--- src/rtl/lcd_spec_pkg.sv ---
// Shared types and constants for the LCD spectrum bar display.
package lcd_spec_pkg;

   typedef enum logic [2:0] {
      IDLE,
      WAIT_REQ,
      READ,
      LATCH,
      WAIT_DONE
   } state_t;

   // Bar row geometry: bar n is drawn at row n*LINE_PITCH + LINE_OFFSET.
   localparam int LINE_PITCH  = 6;
   localparam int LINE_OFFSET = 8;

   localparam int H_LCD_DISP  = 800;

   // Magnitude RAM address: {bank, bin}.
   localparam int ADDR_W      = 8;

   // Scale a raw FFT magnitude down and clamp it to the visible width.
   function automatic logic [15:0] scale_clamp(input logic [15:0] raw,
                                               input int          shift,
                                               input logic [15:0] lim);
      logic [15:0] s;
      s = raw >> shift;
      return (s > lim) ? lim : s;
   endfunction

endpackage

--- src/rtl/bank_swap_ctrl.sv ---
// Ping-pong bank ownership between the FFT writer and the bar reader.
// A finished FFT buffer is parked as "pending" until the next accepted
// frame start, so the displayed bank never changes mid-frame.
module bank_swap_ctrl (
   input  logic clk,
   input  logic rst_n,
   input  logic frame_start,   // already qualified: only pulses when a frame is accepted
   input  logic freeze,
   input  logic fft_buf_done,
   output logic rd_bank,
   output logic overrun
);

   logic pending;
   logic have_buf;

   // A done pulse coinciding with the frame start still counts for this swap.
   assign have_buf = pending | fft_buf_done;

   // Pending/overrun tracking and the single-toggle bank swap.
   always_ff @(posedge clk) begin
      if (!rst_n) begin
         rd_bank <= 1'b0;
         pending <= 1'b0;
         overrun <= 1'b0;
      end else begin
         if (fft_buf_done && pending)
            overrun <= 1'b1;
         if (frame_start && have_buf && !freeze) begin
            rd_bank <= ~rd_bank;
            pending <= 1'b0;
         end else if (fft_buf_done) begin
            pending <= 1'b1;
         end
      end
   end

endmodule

--- src/rtl/spectrum_line_sched.sv ---
// Per-bar sequencer: walks the frequency bins of one frame, fetches each
// magnitude from the ping-pong RAM and hands a scaled, clamped bar length
// to the renderer.
module spectrum_line_sched #(
   parameter int NUM_LINES  = 78,
   parameter int H_LCD_DISP = lcd_spec_pkg::H_LCD_DISP,
   parameter int MAG_SHIFT  = 4
) (
   input  logic                            lcd_clk,
   input  logic                            sys_rst_n,
   input  logic                            frame_start,
   input  logic                            freeze,
   input  logic                            data_req,
   input  logic                            wr_over,
   output logic [6:0]                      line_cnt,
   output logic [15:0]                     line_length,
   output logic                            rd_en,
   output logic [lcd_spec_pkg::ADDR_W-1:0] rd_addr,
   input  logic [15:0]                     rd_data,
   input  logic                            fft_buf_done,
   output logic                            wr_bank,
   output logic                            frame_busy,
   output logic                            overrun
);

   import lcd_spec_pkg::*;

   localparam logic [6:0]  LAST_LINE = 7'(NUM_LINES - 1);
   localparam logic [15:0] LEN_MAX   = 16'(H_LCD_DISP - 1);

   state_t state_q, state_d;
   logic   start_ok;
   logic   latch_en;
   logic   advance;
   logic   last_line;
   logic   rd_bank;

   assign last_line = (line_cnt == LAST_LINE);
   assign rd_addr   = {rd_bank, line_cnt};
   assign wr_bank   = ~rd_bank;

   bank_swap_ctrl u_bank (
      .clk          (lcd_clk),
      .rst_n        (sys_rst_n),
      .frame_start  (start_ok),
      .freeze       (freeze),
      .fft_buf_done (fft_buf_done),
      .rd_bank      (rd_bank),
      .overrun      (overrun)
   );

   // State register.
   always_ff @(posedge lcd_clk) begin
      if (!sys_rst_n) state_q <= IDLE;
      else            state_q <= state_d;
   end

   // Next state and per-state strobes; stray pulses fall through untouched.
   always_comb begin
      state_d  = state_q;
      rd_en    = 1'b0;
      start_ok = 1'b0;
      latch_en = 1'b0;
      advance  = 1'b0;
      case (state_q)
         IDLE: begin
            if (frame_start) begin
               start_ok = 1'b1;
               state_d  = WAIT_REQ;
            end
         end
         WAIT_REQ: begin
            if (data_req) state_d = READ;
         end
         READ: begin
            rd_en   = 1'b1;
            state_d = LATCH;
         end
         LATCH: begin
            latch_en = 1'b1;
            state_d  = WAIT_DONE;
         end
         WAIT_DONE: begin
            if (wr_over) begin
               advance = 1'b1;
               state_d = last_line ? IDLE : WAIT_REQ;
            end
         end
         default: state_d = IDLE;
      endcase
   end

   // Bin counter, frame flag and bar length registers.
   always_ff @(posedge lcd_clk) begin
      if (!sys_rst_n) begin
         line_cnt    <= '0;
         line_length <= '0;
         frame_busy  <= 1'b0;
      end else begin
         if (start_ok) begin
            line_cnt   <= '0;
            frame_busy <= 1'b1;
         end
         if (latch_en)
            line_length <= scale_clamp(rd_data, MAG_SHIFT, LEN_MAX);
         if (advance) begin
            if (last_line) begin
               line_cnt    <= '0;
               frame_busy  <= 1'b0;
               line_length <= '0;
            end else begin
               line_cnt <= line_cnt + 7'd1;
            end
         end
      end
   end

endmodule

--- config.mk ---
export PLATFORM = sky130hd
export DESIGN_NAME = spectrum_line_sched
export DESIGN_NICKNAME = d
export VERILOG_FILES = /design/src/rtl/lcd_spec_pkg.sv /design/src/rtl/bank_swap_ctrl.sv /design/src/rtl/spectrum_line_sched.sv
export SDC_FILE = /design/constraint.sdc
export NUM_CORES = 1
export LEC_CHECK = 0
export CORE_MARGIN = 10
export CORE_UTILIZATION = 44
export CTS_CLUSTER_SIZE = 14
export DETAILED_ROUTE_END_ITERATION = 10
export GPL_TIMING_DRIVEN = 0
export PLACE_DENSITY = 0.85
export SLEW_MARGIN = 25
export SYNTH_ARGS = -nofsm -noshare
export SYNTH_HDL_FRONTEND = slang
export SYNTH_SLANG_ARGS = --single-unit
--- constraint.sdc ---
create_clock -name lcd_clk -period 4.1 [get_ports lcd_clk]
set_input_delay 0.82 -clock lcd_clk [delete_from_list [all_inputs] [get_ports lcd_clk]]
set_output_delay 0.82 -clock lcd_clk [all_outputs]
set_load 0.005 [all_outputs]
# After elaboration in Yosys (flattened, before gate mapping)
# Cells that the tools add are included.
[op_classes]
n_eq_ne = 8
n_reduce_logical = 8
n_bitwise = 3
add_sub_neg = 1
muxes = 21
n_lt_le_gt_ge = 1
[ops]
columns = ["op", "n"]
rows = [
  ["$mux W16", 3],
  ["$mux W7", 3],
  ["$pmux W3 S5", 1],
  ["$gt A12 B10 Y1 const B", 1],
  ["$mux W12", 1],
  ["$mux W1", 10],
  ["$mux W3", 3],
  ["$add A7 B1 Y7 const B", 1],
  ["$eq A7 B7 Y1 const B", 1],
  ["$eq A3 B2 Y1 const B", 2],
  ["$ne A2 B2 Y1 const B", 3],
  ["$eq A3 B1 Y1 const B", 1],
  ["$eq A3 B3 Y1 const B", 1],
  ["$logic_and A1 B1 Y1", 3],
  ["$logic_not A3 Y1", 1],
  ["$reduce_and A3 Y1", 1],
  ["$not A1 Y1", 2],
  ["$reduce_bool A2 Y1", 1],
  ["$reduce_or A2 Y1", 1],
  ["$logic_not A1 Y1", 1],
  ["$or A1 B1 Y1", 1],
]
[totals]
elab_cells = 49
in_bits = 23
out_inout_bits = 35
ff_bits = 30

# Logic depth before layout (Yosys ltp)
# Gate-level depths: netlist (run 1).
[depth]
ltp_word = 5
mapped_depth = 7
ltp_nobuf = 6

# Modules after synthesis
# Synthesis (run 1) repeated with hierarchy kept, for this count alone.
[unflattened]
cells_unflattened = 141
hier_area_um2 = 1325.0
[modules_own_cells]
columns = ["module", "seq_area_each_um2", "area_each_um2", "n_inst", "cells_per_inst"]
rows = [
  ["spectrum_line_sched", 540.5, 1208.7, 1, 129],
  ["bank_swap_ctrl", 60.1, 116.4, 1, 12],
]

# Least setup slack after synthesis (run 1)
# OpenSTA, ideal clock, no wires.
[synth_path]
kind = "in2reg"
startpoint = "input port frame_start"
endpoint = "register u_bank.rd_bank"
t_arrival_ps = 1654
setup_slack_ps = 2331
setup_ps = 115
cell_stages = 4
t_required_ps = 3985
n_path_buf = 0
path_cell_list = "or4b_4 -> nor3_2 -> xnor2_1 -> and2_1"
[synth_via]
elab_chain_cells = 4
[synth_lines]
columns = ["element", "line_no", "rtl"]
rows = [
  ["from (decl)", "spectrum_line_sched.sv:11", "input logic frame_start,"],
  ["$mux W1", "spectrum_line_sched.sv:67", "if (frame_start) begin"],
  ["$mux W1", "spectrum_line_sched.sv:65", "case (state_q)"],
  ["$logic_and A1 B1 Y1 (2 in series)", "bank_swap_ctrl.sv:29", "if (frame_start && have_buf && !freeze) begin"],
  ["to (signal assigned)", "bank_swap_ctrl.sv:30", "rd_bank <= ~rd_bank;"],
  ["to (decl)", "bank_swap_ctrl.sv:10", "output logic rd_bank,"],
]
# No other way between the ends.
# A chain may end at the register's enable or synchronous reset.

# Worst setup path in the final report (run 1)
[layout_path]
startpoint = "register state_q[2]"
endpoint = "output port rd_en"
[layout_via]
elab_chain_cells = 2
[layout_lines]
columns = ["element", "line_no", "rtl"]
rows = [
  ["from (decl)", "spectrum_line_sched.sv:31", "state_t state_q, state_d;"],
  ["from (signal assigned)", "spectrum_line_sched.sv:55", "else state_q <= state_d;"],
  ["$eq A3 B2 Y1", "spectrum_line_sched.sv:65", ""],
  ["$mux W1", "spectrum_line_sched.sv:65", ""],
  ["to (decl)", "spectrum_line_sched.sv:17", "output logic rd_en,"],
]
# No other way between the ends.

==> run metrics, run 1 <==
status=complete, no violations; Yosys reg bits=30; Final HPWL DP=2.751 mm; yosys warns=0; Power Total=606.1 uW; Post-synth EDFFs=0; number of global-route vias before repair=1,221; CP max FO=10; CP Class=flop to output pin; Pwr Density=309.7 nW/um^2; drt total wl=3.504 mm; CP Launch Type=flop; TritonCTS clock tree=built; PostCTS Resize Cnt=0; fraction of registers with async set/reset=0%; Max Freq=0.4251 GHz; Post-CTS Hold Buffers=0; TNS Setup=0 ns; Leak=0.7723 nW; Initial Util=47.06%; ratio of cells with drive above 1 in the final layout=15.35%; global-route wire length before repair=5.658 mm; initial antenna violation count=0; port bufs=52; Pre-antenna DRT Iters=4; Clock transition at path regs=0.09 ns; Tightest Pin Transition=0.4012 ns; largest net degree at the start of global routing=11; worst rel slew slack=72.92%; unrepaired setup endpoints after global routing=false; DR WL/cell=15.04 um; routability cong.=0.8158; ANT cells=0; post-synthesis sequential area ratio=45.50%; unique cell type count in the Yosys netlist=43; All-Layer GR Usage=12.87%; Final Max Tran Viols=0; vias post-DR=1,225; die width=74.77 um; Antenna Violating Nets Remaining=0; Clock Root Buffer=clkbuf_4; core area=2805 um^2; CP delay by family, top=buffers and inverters; Setup crit end kind=output pin; slowest stage delay, CP=0.54 ns; Synth Instances=142; final design utilization=69.76%; most common cell after layout, fill and taps aside=clkdlybuf4s50_1; final-report hold violation count=0; period utilisation layout=57.37%; Tightest Hold Check Type=flop to flop; Worst-Skew Late Latency=0.33 ns; grt total ovfl=0; # DRC=0; critical path's slowest cell=clkdlybuf4s50_1; WP buf/inv=2; VDD IR-drop max=0.1834 mV; CP cell instances=buf_2, nor3b_1, clkdlybuf4s50_1; area delta synth->final=48.25%; worst clock skew=0.007625 ns; Rows=19; max cap viols=0; DR iter-0 viols=29; Hold WS=0.4558 ns; Mapped Nets=167; Die H=74.77 um; vias per cell=5.258; clock sinks=30; CTS max path bufs=2; most frequent cells in the layout=clkdlybuf4s50_1, dfxtp_1, nor2_1; Worst EP required=3.28 ns; Most used DFF post-synth=dfxtp_1; Worst EP arrival=1.53 ns; Post-CTS Setup Inserts=0; nets@finish=226; # setup viols final=0; IO Pins=58; TritonCTS Buffers=5; synthesized cell area=1320 um^2; Avg Inst Size Synth=9.296 um^2; total die area=5591 um^2; H-tree Lvls=2; pre-CTS setup slack=1.787 ns; Final Critical Period=2.352 ns; final setup margin=1.748 ns
final timing paths:
kind / slack (ns) / cells after the start / end / startpoint
min reg2reg: 0.46 / 2 / frame_busy / frame_busy
max reg2reg: 2.39 / 5 / line_length[9] / line_cnt[0]
max: 1.75 / 3 / rd_en / state_q[2]
min: 0.46 / 2 / frame_busy / frame_busy
through the flow:
| stage | area [um^2] | instances |
|---|---|---|
| 5_1_grt | 1957 | 233 |
| 3_5_place_dp | 1879 | 225 |
| 6_report | 1957 | 233 |
| 2_1_floorplan | 1320 | 142 |
| 3_3_place_gp | 1879 | 225 |
| 4_1_cts | 1957 | 233 |
state kept, by name, indices dropped and copies added (netlist names):
name,flops
line_length,16
line_cnt,7
state_q,3
frame_busy,1
u_bank.overrun,1
u_bank.pending,1
u_bank.rd_bank,1
logic make-up (layout without fill, tap and decap cells):
family / after synthesis / count (layout) / synth area share [%]
muxes: 2 / 2 / 1.706
adders and majority gates: 2 / 2 / 1.895
buffers and inverters: 20 / 80 / 9.098
DFF: 30 / 30 / 45.50
AOI/OAI and AO/OA: 28 / 28 / 15.36
and+or+nand+nor: 57 / 57 / 24.46
xor gates and xnor gates: 3 / 3 / 1.991
worst min-delay path, delay by kind of cell, from the launching register on:
kind                   cells  cell delay [ns]
AO/OA/AOI/OAI              1             0.05
buffers and inverters      1             0.05
flip-flops                 1             0.32
report_power, final:
| part | total, mW | switching [mW] | internal [mW] |
|---|---|---|---|
| Combinational | 0.0773 | 0.0317 | 0.0456 |
| Sequential | 0.303 | 0.00386 | 0.299 |
| Clock | 0.226 | 0.0993 | 0.126 |
cell usage after synthesis, types with 2 or more instances:
cell,count,area share [%]
dfxtp_1,30,45
nor2_1,16,4.5
and2_1,9,4.3
buf_4,9,5.1
nand2_1,7,2.0
o22ai_1,5,2.4
a22oi_1,4,2.3
a31oi_1,4,1.9
inv_1,4,1.1
and3_1,3,1.4
clkbuf_1,3,0.85
nand3_1,3,1.1
nand3b_1,3,1.7
o21ai_0,3,1.1
a21oi_1,2,0.76
buf_2,2,0.76
ha_1,2,1.9
mux2_2,2,1.7
nor2b_1,2,0.95
nor3_1,2,0.76
nor3b_1,2,1.1
nor4_1,2,0.95
o2bb2ai_1,2,1.3
xor2_1,2,1.3
final cells by class:
cell class,count,area [um^2]
plain buffers,16,105.1
clock buffers,5,37.54
clock inverters,3,40.04
fillers,237,848.3
inverters,4,15.01
multi-input cells,92,599.3
flip-flops and latches,30,600.6
well taps,31,38.79
repair buffers,52,520.5
per-layer routing:
| layer | routed length, um | track usage, % | vias to the layer above |
|---|---|---|---|
| li1 | - | - | 612 |
| met1 | 1423 | 12.79 | 561 |
| met2 | 1644 | 22.29 | 50 |
| met3 | 413 | 7.884 | 2 |
| met4 | 22 | 3.361 | 0 |
| met5 | 0 | 0 | - |
(Power assumes the default switching activity.)
==> run 2, diff against run 1 <==
--- a/config.mk
+++ b/config.mk
@@ -6,11 +6,11 @@
 export NUM_CORES = 1
 export LEC_CHECK = 0
 export CORE_MARGIN = 10
-export CORE_UTILIZATION = 44
+export CORE_UTILIZATION = 41
 export CTS_CLUSTER_SIZE = 14
 export DETAILED_ROUTE_END_ITERATION = 10
 export GPL_TIMING_DRIVEN = 0
-export PLACE_DENSITY = 0.85
+export PLACE_DENSITY = 0.81
 export SLEW_MARGIN = 25
 export SYNTH_ARGS = -nofsm -noshare
 export SYNTH_HDL_FRONTEND = slang
==> constraint.sdc (replaced) <==
create_clock -name lcd_clk -period 2.4 [get_ports lcd_clk]
set_input_delay 0.48 -clock lcd_clk [delete_from_list [all_inputs] [get_ports lcd_clk]]
set_output_delay 0.48 -clock lcd_clk [all_outputs]
set_load 0.005 [all_outputs]
==> run 2 against run 1 <==
Utilization down 5.7 points. First-iteration DRC count grew to 2.5 times the previous value. Critical endpoint unchanged. Largest cell class unchanged. Highest routed layer unchanged. Hold slack better by 0.0080 ns. Die area grew 5.3%. Largest power group unchanged. Count of clock-buffer cells in the layout unchanged.
==> run metrics, run 2 (synthesis results as in run 1) <==
Worst R2R Path Depth=6 (+1); TritonCTS Buffers=5 (unchanged); Clock Root Buffer=clkbuf_4; Antenna Violating Nets Remaining=0 (unchanged); die width=76.74 um (+2.6%); grt total ovfl=0 (unchanged); area delta synth->final=49.48%; largest net degree at the start of global routing=11 (unchanged); total die area=5889 um^2 (+5.3%); period utilisation layout=83.72%; R2R Setup Slk=0.68 ns (-1.71 ns); Setup crit end kind=output pin; worst rel slew slack=69.62% (-3.3 points); Final HPWL DP=2.918 mm (+6.1%); VDD IR-drop max=0.3565 mV (+94%); IO Pins=58 (unchanged); Worst Hold Depth=2 (unchanged); CTS max path bufs=2 (unchanged); final-report hold violation count=0 (unchanged); Post-CTS Setup Inserts=0 (unchanged); RR Endpoint=line_length[0]; Power Total=1.046 mW (+73%); PostCTS Resize Cnt=0 (unchanged); launch point of the worst reg-to-reg path=state_q[2]; DR WL/cell=14.96 um (-0.53%); vias post-DR=1,243 (+1.5%); worst hold endpoint=frame_busy; hold path startpoint=frame_busy; Worst EP required=1.92 ns (-1.36 ns); Max Freq=0.4977 GHz; CP Class=flop to output pin; Final Max Tran Viols=0 (unchanged); global-route wire length before repair=6.106 mm (+7.9%); TNS Setup=0 ns (unchanged); number of flip-flops under the largest register name=16 (unchanged); unrepaired setup endpoints after global routing=false; drt total wl=3.680 mm (+5.0%); Regs by FF count=line_length x16, line_cnt x7, state_q x3; most common cell after layout, fill and taps aside=clkdlybuf4s50_1; # DRC=0 (unchanged); status=complete, no violations; ratio of cells with drive above 1 in the final layout=15.35% (unchanged); Post-CTS Hold Buffers=0 (unchanged); Die H=76.74 um (+2.6%); max cap viols=0 (unchanged); CP cell instances=buf_2, nor3b_1, clkdlybuf4s50_1; Clock transition at path regs=0.10 ns (about the same); slowest stage delay, CP=0.55 ns (about the same); WP buf/inv=2 (unchanged); Design Area, Final=1973 um^2 (+0.83%); Pre-antenna DRT Iters=4 (unchanged); Worst EP arrival=1.53 ns (about the same); dpl cell area=1896 um^2 (+0.87%); ANT cells=0 (unchanged); clock sinks=30 (unchanged); Final Critical Period=2.009 ns; port bufs=52 (unchanged); nets@finish=226 (unchanged); Pwr Density=529.9 nW/um^2 (+71%); # setup viols final=0 (unchanged); TritonCTS clock tree=built; worst clock skew=0.007008 ns (-0.0006171 ns); Worst-Skew Late Latency=0.33 ns (about the same); final setup margin=0.3907 ns (-1.357 ns); core area=3078 um^2 (+9.7%); DR iter-0 viols=73 (+150%); Rows=20 (+1); Tightest Hold Check Type=flop to flop; Top reg by flops=line_length; CP max FO=10 (unchanged); CP delay by family, top=buffers and inverters; Initial Util=42.89% (-4.2 points); initial antenna violation count=0 (unchanged); pre-CTS setup slack=0.3641 ns (-1.423 ns); routability cong.=0.8190 (+0.39%); vias per cell=5.053 (-3.9%); CP Launch Type=flop; most frequent cells in the layout=clkdlybuf4s50_1, dfxtp_1, nor2_1; All-Layer GR Usage=12.47% (-0.40 points); critical path's slowest cell=clkdlybuf4s50_1; number of global-route vias before repair=1,257 (+2.9%); Tightest Pin Transition=0.4500 ns (+0.04885 ns); H-tree Lvls=2 (unchanged); Leak=0.7723 nW (unchanged)
==> run 2: cell counts in the layout (fill, tap and decap cells not counted) <==
No cell type changed its count.
==> run 2: power breakdown <==
group	leakage [nW]	internal (mW)	switching, mW
clock network	0.0450	0.216	0.177
registers	0.243	0.511	0.00704
logic	0.484	0.0780	0.0565
total	0.772	0.805	0.241
==> run 2: metal layers <==
layer	routed length, um	GRT usage (%)	share of wire [%]	vias to the layer above
li1	-	-	-	609
met1	1553	13.11	42	583
met2	1792	21.08	49	46
met3	296	6.061	8.0	5
met4	38	4.461	1.0	0
met5	0	0	0	-
==> run 2: stage by stage <==
step	util, %	cells	hold WS (ns)
3_5_place_dp	61.59	238	0.4450
2_1_floorplan	-	142	0.4421
4_1_cts	64.11	246	0.4671
6_report	64.11	246	0.4638
3_3_place_gp	61.59	238	0.4355
5_1_grt	64.11	246	0.4941
==> run 2: how the worst max path moves through the flow <==
| stage | end | from | cells after the start |
|---|---|---|---|
| 4_1_cts | rd_en | state_q[2] | 3 |
| 3_5_place_dp | line_length[0] | rd_data[11] | 5 |
| 6_report | rd_en | state_q[2] | 3 |
| 3_3_place_gp | line_length[9] | wr_over | 5 |
| 5_1_grt | rd_en | state_q[2] | 3 |
| 2_1_floorplan | line_length[9] | line_cnt[0] | 5 |
==> run 2: worst reg2reg max path, delay by kind of cell (launching register included) <==
family	cells	cell delay, ns
and+or+nand+nor	3	0.58
buffers and inverters	2	0.52
DFF	1	0.30
AOI/OAI and AO/OA	1	0.21
==> run 2: cell type report <==
type,instances,area (um^2)
clock buffer,5,37.54
fill,287,1105
multi-input combinational,92,599.3
clock inverter,3,40.04
tap,44,55.05
timing repair buffer,52,520.5
buffer,16,105.1
inverter,4,15.01
sequential,30,600.6
==> run 3, diff against run 2 <==
--- a/config.mk
+++ b/config.mk
@@ -6,11 +6,11 @@
 export NUM_CORES = 1
 export LEC_CHECK = 0
 export CORE_MARGIN = 10
-export CORE_UTILIZATION = 41
+export CORE_UTILIZATION = 37
 export CTS_CLUSTER_SIZE = 14
 export DETAILED_ROUTE_END_ITERATION = 10
 export GPL_TIMING_DRIVEN = 0
-export PLACE_DENSITY = 0.81
+export PLACE_DENSITY = 0.77
 export SLEW_MARGIN = 25
 export SYNTH_ARGS = -nofsm -noshare
 export SYNTH_HDL_FRONTEND = slang
==> constraint.sdc (replaced) <==
create_clock -name lcd_clk -period 1.7 [get_ports lcd_clk]
set_input_delay 0.34 -clock lcd_clk [delete_from_list [all_inputs] [get_ports lcd_clk]]
set_output_delay 0.34 -clock lcd_clk [all_outputs]
set_load 0.005 [all_outputs]
==> run 3 against run 2 <==
Global-route usage down 1.2 points. Hold slack worse by 0.029 ns. Clock skew down 0.0022 ns. Clock power up 13%. Count of clock-buffer cells in the layout up 1. Critical endpoint is now rd_addr[6]. Largest cell class unchanged. Largest power group unchanged. Highest routed layer unchanged.
==> run metrics, run 3 (synthesis results as in run 1) <==
TritonCTS clock tree=built; DR WL/cell=14.39 um (-3.8%); status=complete, no violations; most frequent cells in the layout=clkdlybuf4s50_1, dfxtp_1, nor2_1; IO Pins=58 (unchanged); Design Area, Final=2011 um^2 (+1.9%); clock sinks=30 (unchanged); DR iter-0 viols=45 (-38%); Top reg by flops=line_length; total die area=6357 um^2 (+7.9%); RR Endpoint=line_length[9]; Comb pwr share=14.0% (+1.1 points); TritonCTS Buffers=5 (unchanged); # DRC=0 (unchanged); Flop pwr share=53.2% (+3.6 points); Clock Root Buffer=clkbuf_4; CP Launch Type=flop; core area=3390 um^2 (+10%); Internal Power=1.019 mW (+27%); largest net degree at the start of global routing=11 (unchanged); CP delay by family, top=buffers and inverters; routability cong.=0.8018 (-2.1%); final std cells w/o fill=249 (+1.2%); Final Critical Period=1.648 ns; dpl cells=240 (+0.84%); initial antenna violation count=0 (unchanged); Setup crit end kind=output pin; ratio of cells with drive above 1 in the final layout=20.20% (+4.9 points); Leak=0.8566 nW (+11%); Hold WS=0.4346 ns (-0.02914 ns); Rows=21 (+5.0%); dpl cell area=1898 um^2 (+0.13%); number of global-route vias before repair=1,229 (-2.2%); vias post-DR=1,206 (-3.0%); launch point of the worst reg-to-reg path=line_cnt[1]; CP cell instances=buf_4, clkdlybuf4s50_1; Switch Pwr=335.0 uW (+39%); Reg area=626.9 um^2 (+4.4%); period utilisation layout=96.97%; drt total wl=3.583 mm (-2.6%); Tightest Pin Transition=0.4752 ns (+0.02515 ns); critical path's slowest cell=clkdlybuf4s50_1; Pwr Density=673.5 nW/um^2 (+27%); unrepaired setup endpoints after global routing=false; number of flip-flops under the largest register name=16 (unchanged); Regs by FF count=line_length x16, line_cnt x7, state_q x3; H-tree Lvls=2 (unchanged); slowest stage delay, CP=0.49 ns (-0.06 ns); Initial Util=38.94% (-3.9 points); CP Class=flop to output pin; Multi-input gate area=604.3 um^2 (+0.84%); port bufs=52 (unchanged); Antenna Violating Nets Remaining=0 (unchanged); Worst-Skew Late Latency=0.33 ns (about the same); final-report hold violation count=0 (unchanged); nets@finish=227 (+0.44%); die width=79.73 um (+3.9%); VDD IR-drop max=0.3144 mV (-12%); Die H=79.73 um (+3.9%); hold path startpoint=sys_rst_n; number of cells on the critical path=2 (-1); Worst EP arrival=1.31 ns (-0.22 ns); grt total ovfl=0 (unchanged); Final HPWL DP=2.799 mm (-4.1%); Clock transition at path regs=0.09 ns (about the same); worst hold endpoint=line_length[8]; All-Layer GR Usage=11.27% (-1.2 points); fillcell total=287 (unchanged); WP buf/inv=2 (unchanged); area delta synth->final=52.32%; Power Total=1.354 mW (+30%); worst rel slew slack=67.92% (-1.7 points); Post-CTS Hold Buffers=0 (unchanged); Worst EP required=1.36 ns (-0.56 ns); Tightest Hold Check Type=input pin to flop; max cap viols=0 (unchanged); Sw Ratio=24.74% (+1.7 points); # setup viols final=0 (unchanged); ANT cells=0 (unchanged); Worst Hold Depth=3 (+1); CP max FO=5 (-5); Final Max Tran Viols=0 (unchanged); CTS max path bufs=2 (unchanged); Worst R2R Path Depth=6 (unchanged); R2R Setup Slk=0.17 ns (-0.51 ns); global-route wire length before repair=5.733 mm (-6.1%); worst clock skew=0.004789 ns (-0.002218 ns); Pre-antenna DRT Iters=4 (unchanged); Max Freq=0.6066 GHz; vias per cell=4.843 (-4.1%); clock network fraction of total power=32.9% (-4.6 points); most common cell after layout, fill and taps aside=clkdlybuf4s50_1
[run 3: cell count changes in the layout (fill, tap and decap cells not counted), moves of 4 or more]
cell	previous run	this run
dfxtp_1	30	23
dfxtp_4	0	7
clkdlybuf4s50_1	52	47
dlymetal6s2s_1	0	4
[run 3: layout make-up]
class,instances,share of cell area (%)
Sequential cell,30,31.18
Multi-Input combinational cell,92,30.06
Timing Repair Buffer,53,26.70
Buffer,16,5.289
Tap cell,46,2.862
Clock buffer,6,2.551
Inverter,4,0.7467
Clock inverter,2,0.6223
[run 3: per-layer routing]
metal / global-route usage [%] / part of all wire (%) / up-vias
met5: 0 / 0 / -
met4: 3.169 / 1.0 / 0
met3: 6.982 / 11 / 6
met2: 18.04 / 46 / 45
met1: 12.18 / 42 / 541
li1: - / - / 614
[run 3: through the flow]
stage | TNS [ns] | setup slack (ns) | util, %
finish | 0 | 0.05158 | 59.32
floorplan | 0 | 0.2513 | -
global route | 0 | 0.002232 | 59.32
detailed placement | -2.750 | -0.1836 | 56.00
CTS | 0 | 0.001479 | 58.32
global placement | -2.247 | -0.1551 | 56.00
[run 3: tightest hold or removal path: stages]
cell      delay (ns)
clkbuf_1        0.19
o31ai_2         0.14
nor3_1          0.06
[run 3: what timing repair did]
action                                  CTS  global route
buffers inserted                          0             1
endpoints found under the setup margin   14            23
resized for setup                        11            11
[run 3: power groups by stage]
stage / Combinational, mW / Sequential [mW] / Clock [mW]
4_1_cts: 0.190 / 0.726 / 0.466
3_5_place_dp: 0.190 / 0.748 / 0
2_1_floorplan: 0.0911 / 0.748 / 0
5_1_grt: 0.208 / 0.722 / 0.491
3_3_place_gp: 0.183 / 0.747 / 0
6_report: 0.189 / 0.720 / 0.445
[run 3: worst max-delay path by stage]
stage / start / endpoint / slack, ns
6_report: line_cnt[6] / rd_addr[6] / 0.05
5_1_grt: line_cnt[3] / rd_addr[3] / 0.002
3_5_place_dp: rd_data[10] / line_length[3] / -0.18
4_1_cts: line_cnt[6] / rd_addr[6] / 0.001
3_3_place_gp: wr_over / line_length[9] / -0.16
2_1_floorplan: line_cnt[0] / line_length[9] / 0.25
